File: src/rtl/user_io_router.sv
// Multi-channel GPIO pass-through: 2-flop synchroniser, glitch filter, inversion,
// edge counters and event pulse. Define USER_IO_ROUTER_EDGE_CNT_EN to build the edge counters.
module user_io_router #(
    parameter int unsigned CH     = 4,
    parameter int unsigned FILT_W = 4,
    parameter int unsigned CNT_W  = 16
) (
    input  logic                wb_clk_i,
    input  logic                wb_rstn_i,
    input  logic [CH-1:0]       in_i,
    input  logic [CH-1:0]       en_i,
    input  logic [CH-1:0]       inv_i,
    input  logic [FILT_W-1:0]   filt_len_i,
    input  logic                clr_i,
    output logic [CH-1:0]       out_o,
    output logic [CH-1:0]       oeb_o,
    output logic [CH*CNT_W-1:0] edge_cnt_o,
    output logic                irq_o
);

    logic [CH-1:0]     s1_q, s1_d;
    logic [CH-1:0]     s2_q, s2_d;
    logic [CH-1:0]     filt_q, filt_d;
    logic [FILT_W-1:0] fcnt_q [CH];
    logic [FILT_W-1:0] fcnt_d [CH];
    logic [CH-1:0]     rise_d;
    logic              irq_q, irq_d;

    // Synchroniser and glitch filter; a disabled channel is forced to its reset state.
    always_comb begin
        s1_d   = in_i;
        s2_d   = s1_q;
        filt_d = filt_q;
        rise_d = '0;
        for (int k = 0; k < int'(CH); k++) begin
            fcnt_d[k] = fcnt_q[k];
            if (s2_q[k] == filt_q[k]) begin
                fcnt_d[k] = '0;
            end else if (fcnt_q[k] >= filt_len_i) begin
                filt_d[k] = s2_q[k];
                fcnt_d[k] = '0;
            end else begin
                fcnt_d[k] = FILT_W'(fcnt_q[k] + FILT_W'(1));
            end
            if (!en_i[k]) begin
                s1_d[k]   = 1'b0;
                s2_d[k]   = 1'b0;
                filt_d[k] = 1'b0;
                fcnt_d[k] = '0;
            end
            rise_d[k] = en_i[k] & ~filt_q[k] & filt_d[k];
        end
        irq_d = |(en_i & (filt_q ^ filt_d));
    end

    always_ff @(posedge wb_clk_i) begin
        if (!wb_rstn_i) begin
            s1_q   <= '0;
            s2_q   <= '0;
            filt_q <= '0;
            irq_q  <= 1'b0;
            for (int k = 0; k < int'(CH); k++) begin
                fcnt_q[k] <= '0;
            end
        end else begin
            s1_q   <= s1_d;
            s2_q   <= s2_d;
            filt_q <= filt_d;
            irq_q  <= irq_d;
            for (int k = 0; k < int'(CH); k++) begin
                fcnt_q[k] <= fcnt_d[k];
            end
        end
    end

    assign out_o = en_i & (filt_q ^ inv_i);
    assign oeb_o = ~en_i;
    assign irq_o = irq_q;

`ifdef USER_IO_ROUTER_EDGE_CNT_EN
    logic [CNT_W-1:0] cnt_q [CH];
    logic [CNT_W-1:0] cnt_d [CH];

    // Saturating rising-edge counters; clear has priority over an increment.
    always_comb begin
        edge_cnt_o = '0;
        for (int k = 0; k < int'(CH); k++) begin
            cnt_d[k] = cnt_q[k];
            if (!en_i[k] || clr_i) begin
                cnt_d[k] = '0;
            end else if (rise_d[k] && (cnt_q[k] != {CNT_W{1'b1}})) begin
                cnt_d[k] = CNT_W'(cnt_q[k] + CNT_W'(1));
            end
            edge_cnt_o[k*CNT_W +: CNT_W] = cnt_q[k];
        end
    end

    always_ff @(posedge wb_clk_i) begin
        for (int k = 0; k < int'(CH); k++) begin
            if (!wb_rstn_i) begin
                cnt_q[k] <= '0;
            end else begin
                cnt_q[k] <= cnt_d[k];
            end
        end
    end
`else
    logic unused_cnt_inputs;
    assign unused_cnt_inputs = &{1'b0, clr_i, rise_d};
    assign edge_cnt_o        = '0;
`endif

endmodule
File: config.mk
export PLATFORM = sky130hd
export DESIGN_NAME = user_io_router
export DESIGN_NICKNAME = d
export VERILOG_FILES = /design/src/rtl/user_io_router.sv
export SDC_FILE = /design/constraint.sdc
export NUM_CORES = 1
export LEC_CHECK = 0
export ABC_AREA = 1
export CORE_MARGIN = 2
export CORE_UTILIZATION = 42
export CTS_CLUSTER_DIAMETER = 40
export DETAILED_ROUTE_END_ITERATION = 10
export HOLD_SLACK_MARGIN = 0.08
export PLACE_DENSITY = 0.9
export SLEW_MARGIN = 20
export SYNTH_ARGS = -nofsm -noshare
export SYNTH_HDL_FRONTEND = slang
export SYNTH_SLANG_ARGS = --single-unit
File: constraint.sdc
create_clock -name wb_clk_i -period 1.97 [get_ports wb_clk_i]
set_clock_uncertainty 0.2 [all_clocks]
set_input_delay 0.394 -clock wb_clk_i [delete_from_list [all_inputs] [get_ports wb_clk_i]]
set_output_delay 0.394 -clock wb_clk_i [all_outputs]
set_load 0.03 [all_outputs]
Word level (Yosys, flattened, before mapping)
Memories as Yosys holds them, arrays and structs flattened.
Index checks and enable logic that the tools add are counted.
- eq/ne operators: 4
- $add $sub $neg: 4
- reductions and logical operators: 5
- mux-type cells: 30
- bitwise logic cells: 9
- $lt $le $gt $ge: 4
- operators with widths (operator ; count):
    $mux 4 ; 16
    $add 4x1->4 const B ; 4
    $ge 4x4->1 ; 4
    $mux 1 ; 14
    $and 4x4->4 ; 2
    $reduce_and 2->1 ; 4
    $xor 4x4->4 ; 2
    $eq 1x1->1 ; 4
    $not 4->4 ; 1
    $or 1x1->1 ; 4
    $reduce_or 4->1 ; 1
- output and inout port bits: 73
- memories: 1
- logic and storage cells: 67
- flip-flop bits (word level): 13
- RAM bits: 16
- memories (memory ; words ; width ; read ports ; clocked after Yosys merged registers in ; write ports ; line ; text):
    fcnt_q ; 4 ; 4 ; 4 ; 0 ; 4 ; 24 ; logic [FILT_W-1:0] fcnt_q [CH];

Depth between registers and ports, before layout
An unclocked memory read counts as a cell.
- depth after elaboration: 8
- mapped depth: 11
- mapped depth without buffers: 11

Least setup slack after synthesis
No wires, ideal clock.
- path kind: input to register
- start: input port filt_len_i[3]
- end: register irq_q, in the netlist irq_o
- path slack: 0.368 ns
- library setup time: 0.111 ns
- cell stages on the path: 10
- arrival time: 1.290 ns
- required time: 1.659 ns
- path buffers: 0
- cell sequence: inv_1 > ha_1 > nand2_1 > inv_2 > nand2_1 > nand3_1 > nand2_1 > nand2_1 > nor2_1 > nor2_1
- word-level cells in the longest chain between the ends: 7
- elaborated cells on any way between the ends: 19
- classes of those cells: 4 x order compare; 12 x mux; 2 x bitwise; 1 x reduce/logical
- ends and longest elaborated chain (element ; line ; text):
    start, declared ; 13 ; input logic [FILT_W-1:0] filt_len_i,
    $ge 4x4->1 ; 39 ; end else if (fcnt_q[k] >= filt_len_i) begin
    $mux 1 ; 39 ;
    $mux 1 ; 37 ; if (s2_q[k] == filt_q[k]) begin
    $mux 1 ; 45 ; if (!en_i[k]) begin
    $xor 4x4->4 (*) ; 53 ; irq_d = |(en_i & (filt_q ^ filt_d));
    $and 4x4->4 (*) ; 53 ;
    $reduce_or 4->1 (*) ; 53 ;
    end signal, assigned ; 69 ; irq_q <= irq_d;
    end, declared ; 27 ; logic irq_q, irq_d;
Every way passes the cells marked *; elsewhere a longest branch is shown, timed or not.
A chain may end at the register's enable or synchronous reset.

Worst setup path after layout
- start: input port en_i[1]
- end: output port out_o[1]
- word-level cells in the longest chain between the ends: 1
- ends and longest elaborated chain (element ; line ; text):
    start, declared ; 11 ; input logic [CH-1:0] en_i,
    $and 4x4->4 ; 76 ; assign out_o = en_i & (filt_q ^ inv_i);
    end, declared ; 15 ; output logic [CH-1:0] out_o,
No other way between the ends.

==> impl_results.md <==
* Post-DR vias/cell at 4.14
* Vias in the first global route at 1,155
* Placement Cell Area at 2160 µm²
* Register area share after synthesis at 0.284
* Gate Count Post-Synth at 263
* # setup viols final at 0
* Final antenna-violating net count at 0
* Post-DP HPWL at 2470 µm
* Die Y-Extent at 73.7 µm
* Clock power frac at 0.340
* Post-synth top flop: dfxtp_1
* Total CTS buffers at 5
* Setup crit end kind: output port
* Ports placed on the boundary at 92
* Pre-CTS setup slack at -0.269 ns
* Setup ws final at 0.102 ns
* Initial Utilization at 0.435
* Post-synthesis async set-or-reset flop share at 0
* Layout net count at 342
* RD Place Congestion at 0.809
* Cell-internal power at 950 µW
* Port Buf Inserts at 26
* Synth top area cells: dfxtp_1, buf_4, ha_1
* Reg clk slew, reported paths at 0.05 ns
* Number of flops mapped to enable cells by yosys at 0
* Slowest-stage cell, CP: clkdlybuf4s50_1
* Core Box Area at 4690 µm²
* CTS HTree Levels at 2
* Comb pwr share at 0.233
* Die X at 73.7 µm
* Power Dens Cells at 594 nW/µm²
* Most numerous cell in the Yosys netlist: buf_4
* Detailed Route Iter0 Violations at 36
* Worst path cell trace: clkdlybuf4s50_1 > o21ai_0 > a21oi_1 > buf_4
* Synth top area share at 0.284
* List of most frequent post-synthesis cells: buf_4, inv_1, nor2_1
* Synth warn at 0
* Final Cycle Share at 0.948
* Max Cap Viol at 0
* Clock latency on the worst-skew pair at 0.28 ns
* Die ar. at 5440 µm²
* Mapped cell area at 2040 µm²
* CTS tree: yes
* Slew Limit Fails at 0
* ANT cells at 0
* Reg2reg setup slack at 0.40 ns
* CP startpoint kind: input pin
* Status: completed
* Hold_buf cts at 0
* Crit-path max FO at 3
* Synth Area per Inst at 7.76 µm²
* Fillcell total at 437
* Post-layout minimum cycle time at 1.87 ns
* Critical path type: input pin to output port
* Reg area at 581 µm²
* Synth area leader: dfxtp_1
* CP Data Arrival Time at 1.27 ns
* Maximum VDD drop at 0.000351 V
* CP peak stage delay at 0.50 ns
* CTS Root Cell: clkbuf_8
* Worst EP required at 1.38 ns
* DRC Markers at 0
* Number of iterations in the first detailed-routing pass at 3
* Total Routing Usage GR at 0.112
* Antenna violations before repair at 0
* Routed Wire Length at 3250 µm
* Highest clock rate at 535 MHz
* # clock sinks at 29
* Area taken by multi-input logic gates at 1180 µm²
* Total negative setup slack at 0 ns
* Largest net degree at the start of global routing at 9
* GR Overflow Total at 0
* Min-delay worst type: register to register
* WL/cell at 9.11 µm
* Reg power frac at 0.427
* Yosys reg bits at 29
* Final instance area at 2370 µm²
* Area delta synth->final at 15.9%
* Vias at 1,478
* Share of cells above drive strength 1 at 0.165
* Row cnt at 25
* Synth unique cells at 20
* Global-route wire length before repair at 4650 µm
* Switching pwr at 457 µW
* P_leak at 1.18 nW
* Deepest clock path buffer count at 2
* Final hold violations at 0
* Switching share of total power at 0.325
power by group through the flow:
stage / registers [mW] / clock network (mW) / logic (mW)
6_report: 0.600 / 0.479 / 0.328
5_1_grt: 0.601 / 0.522 / 0.355
4_1_cts: 0.600 / 0.489 / 0.314
3_5_place_dp: 0.613 / 0 / 0.313
3_3_place_gp: 0.612 / 0 / 0.309
2_1_floorplan: 0.612 / 0 / 0.340
sequential cells by signal, indices dropped and copies added (netlist names):
register  count
filt_q        4
irq_o         1
fcnt_q       16
s2_q          4
s1_q          4
final timing paths:
check	from	to	cells past startpoint
worst max-delay path	en_i[1]	out_o[1]	4
worst min-delay path	s1_q[0]$_SDFF_PN0_	s2_q[0]$_SDFF_PN0_	2
worst min register to register	s1_q[0]$_SDFF_PN0_	s2_q[0]$_SDFF_PN0_	2
worst max register to register	fcnt_q[3][2]$_SDFF_PP0_	irq_o$_SDFF_PN0_	9
cells by family after synthesis:
logic type | Yosys count | share of synthesized area
buf+inv | 104 | 0.309
compound gates | 19 | 0.0570
xor+xnor | 12 | 0.0515
simple gates | 78 | 0.174
fa+ha+maj | 20 | 0.123
other cells | 1 | 0.00184
flops | 29 | 0.284
worst max-delay path, delay by kind of cell:
kind	cells	cell delay, ns
AOI/OAI and AO/OA	2	0.21
buffers and inverters	2	0.67
metrics by stage:
step	hold WS, ns	std cells	power, mW	util
5_1_grt	0.232	357	1.48	0.504
3_3_place_gp	0.194	349	0.921	0.460
6_report	0.208	357	1.41	0.504
4_1_cts	0.212	356	1.40	0.478
3_5_place_dp	0.204	349	0.925	0.460
2_1_floorplan	0.194	326	0.952	-
per-layer routing:
layer  global-route usage  wire [µm]  up-vias  part of all wire
li1                     -          -      763                 -
met1                0.125       1360      649              0.42
met2                0.193       1630       59              0.50
met3               0.0370        212        7             0.065
met4               0.0485         50        0             0.015
met5                    0          0        -                 0
cells in the final DEF, fill, tap and decap left out, types with 3 or more instances in the layout:
cell / synthesis / layout
a21oi_1: 8 / 7
xnor2_1: 8 / 8
nand4_2: 3 / 3
nand2_1: 27 / 27
nor2_1: 34 / 33
nor2_2: 2 / 3
o21bai_1: 3 / 3
clkbuf_8: 0 / 6
clkdlybuf4s50_1: 0 / 17
ha_1: 20 / 13
a21oi_2: 3 / 4
dfxtp_1: 29 / 29
conb_1: 1 / 64
ha_4: 0 / 7
o21ai_0: 4 / 4
inv_2: 2 / 4
xor2_1: 4 / 4
nand3_2: 3 / 6
inv_1: 38 / 35
buf_4: 64 / 16
nand3_1: 8 / 5
what timing repair did:
item / 4_1_cts / 5_1_grt
setup buffers: 0 / 1
resized for setup: 0 / 17
hold endpoints to repair: 0 / 0
setup endpoints to repair: 0 / 1
cell type report:
cell class                 instances  share of cell area
multi-input combinational        193               0.497
sequential                        29               0.245
timing repair buffer              34               0.128
inverter                          40              0.0645
clock buffer                       7              0.0365
tap                               54              0.0286
Power figures use the tool's default switching activity.
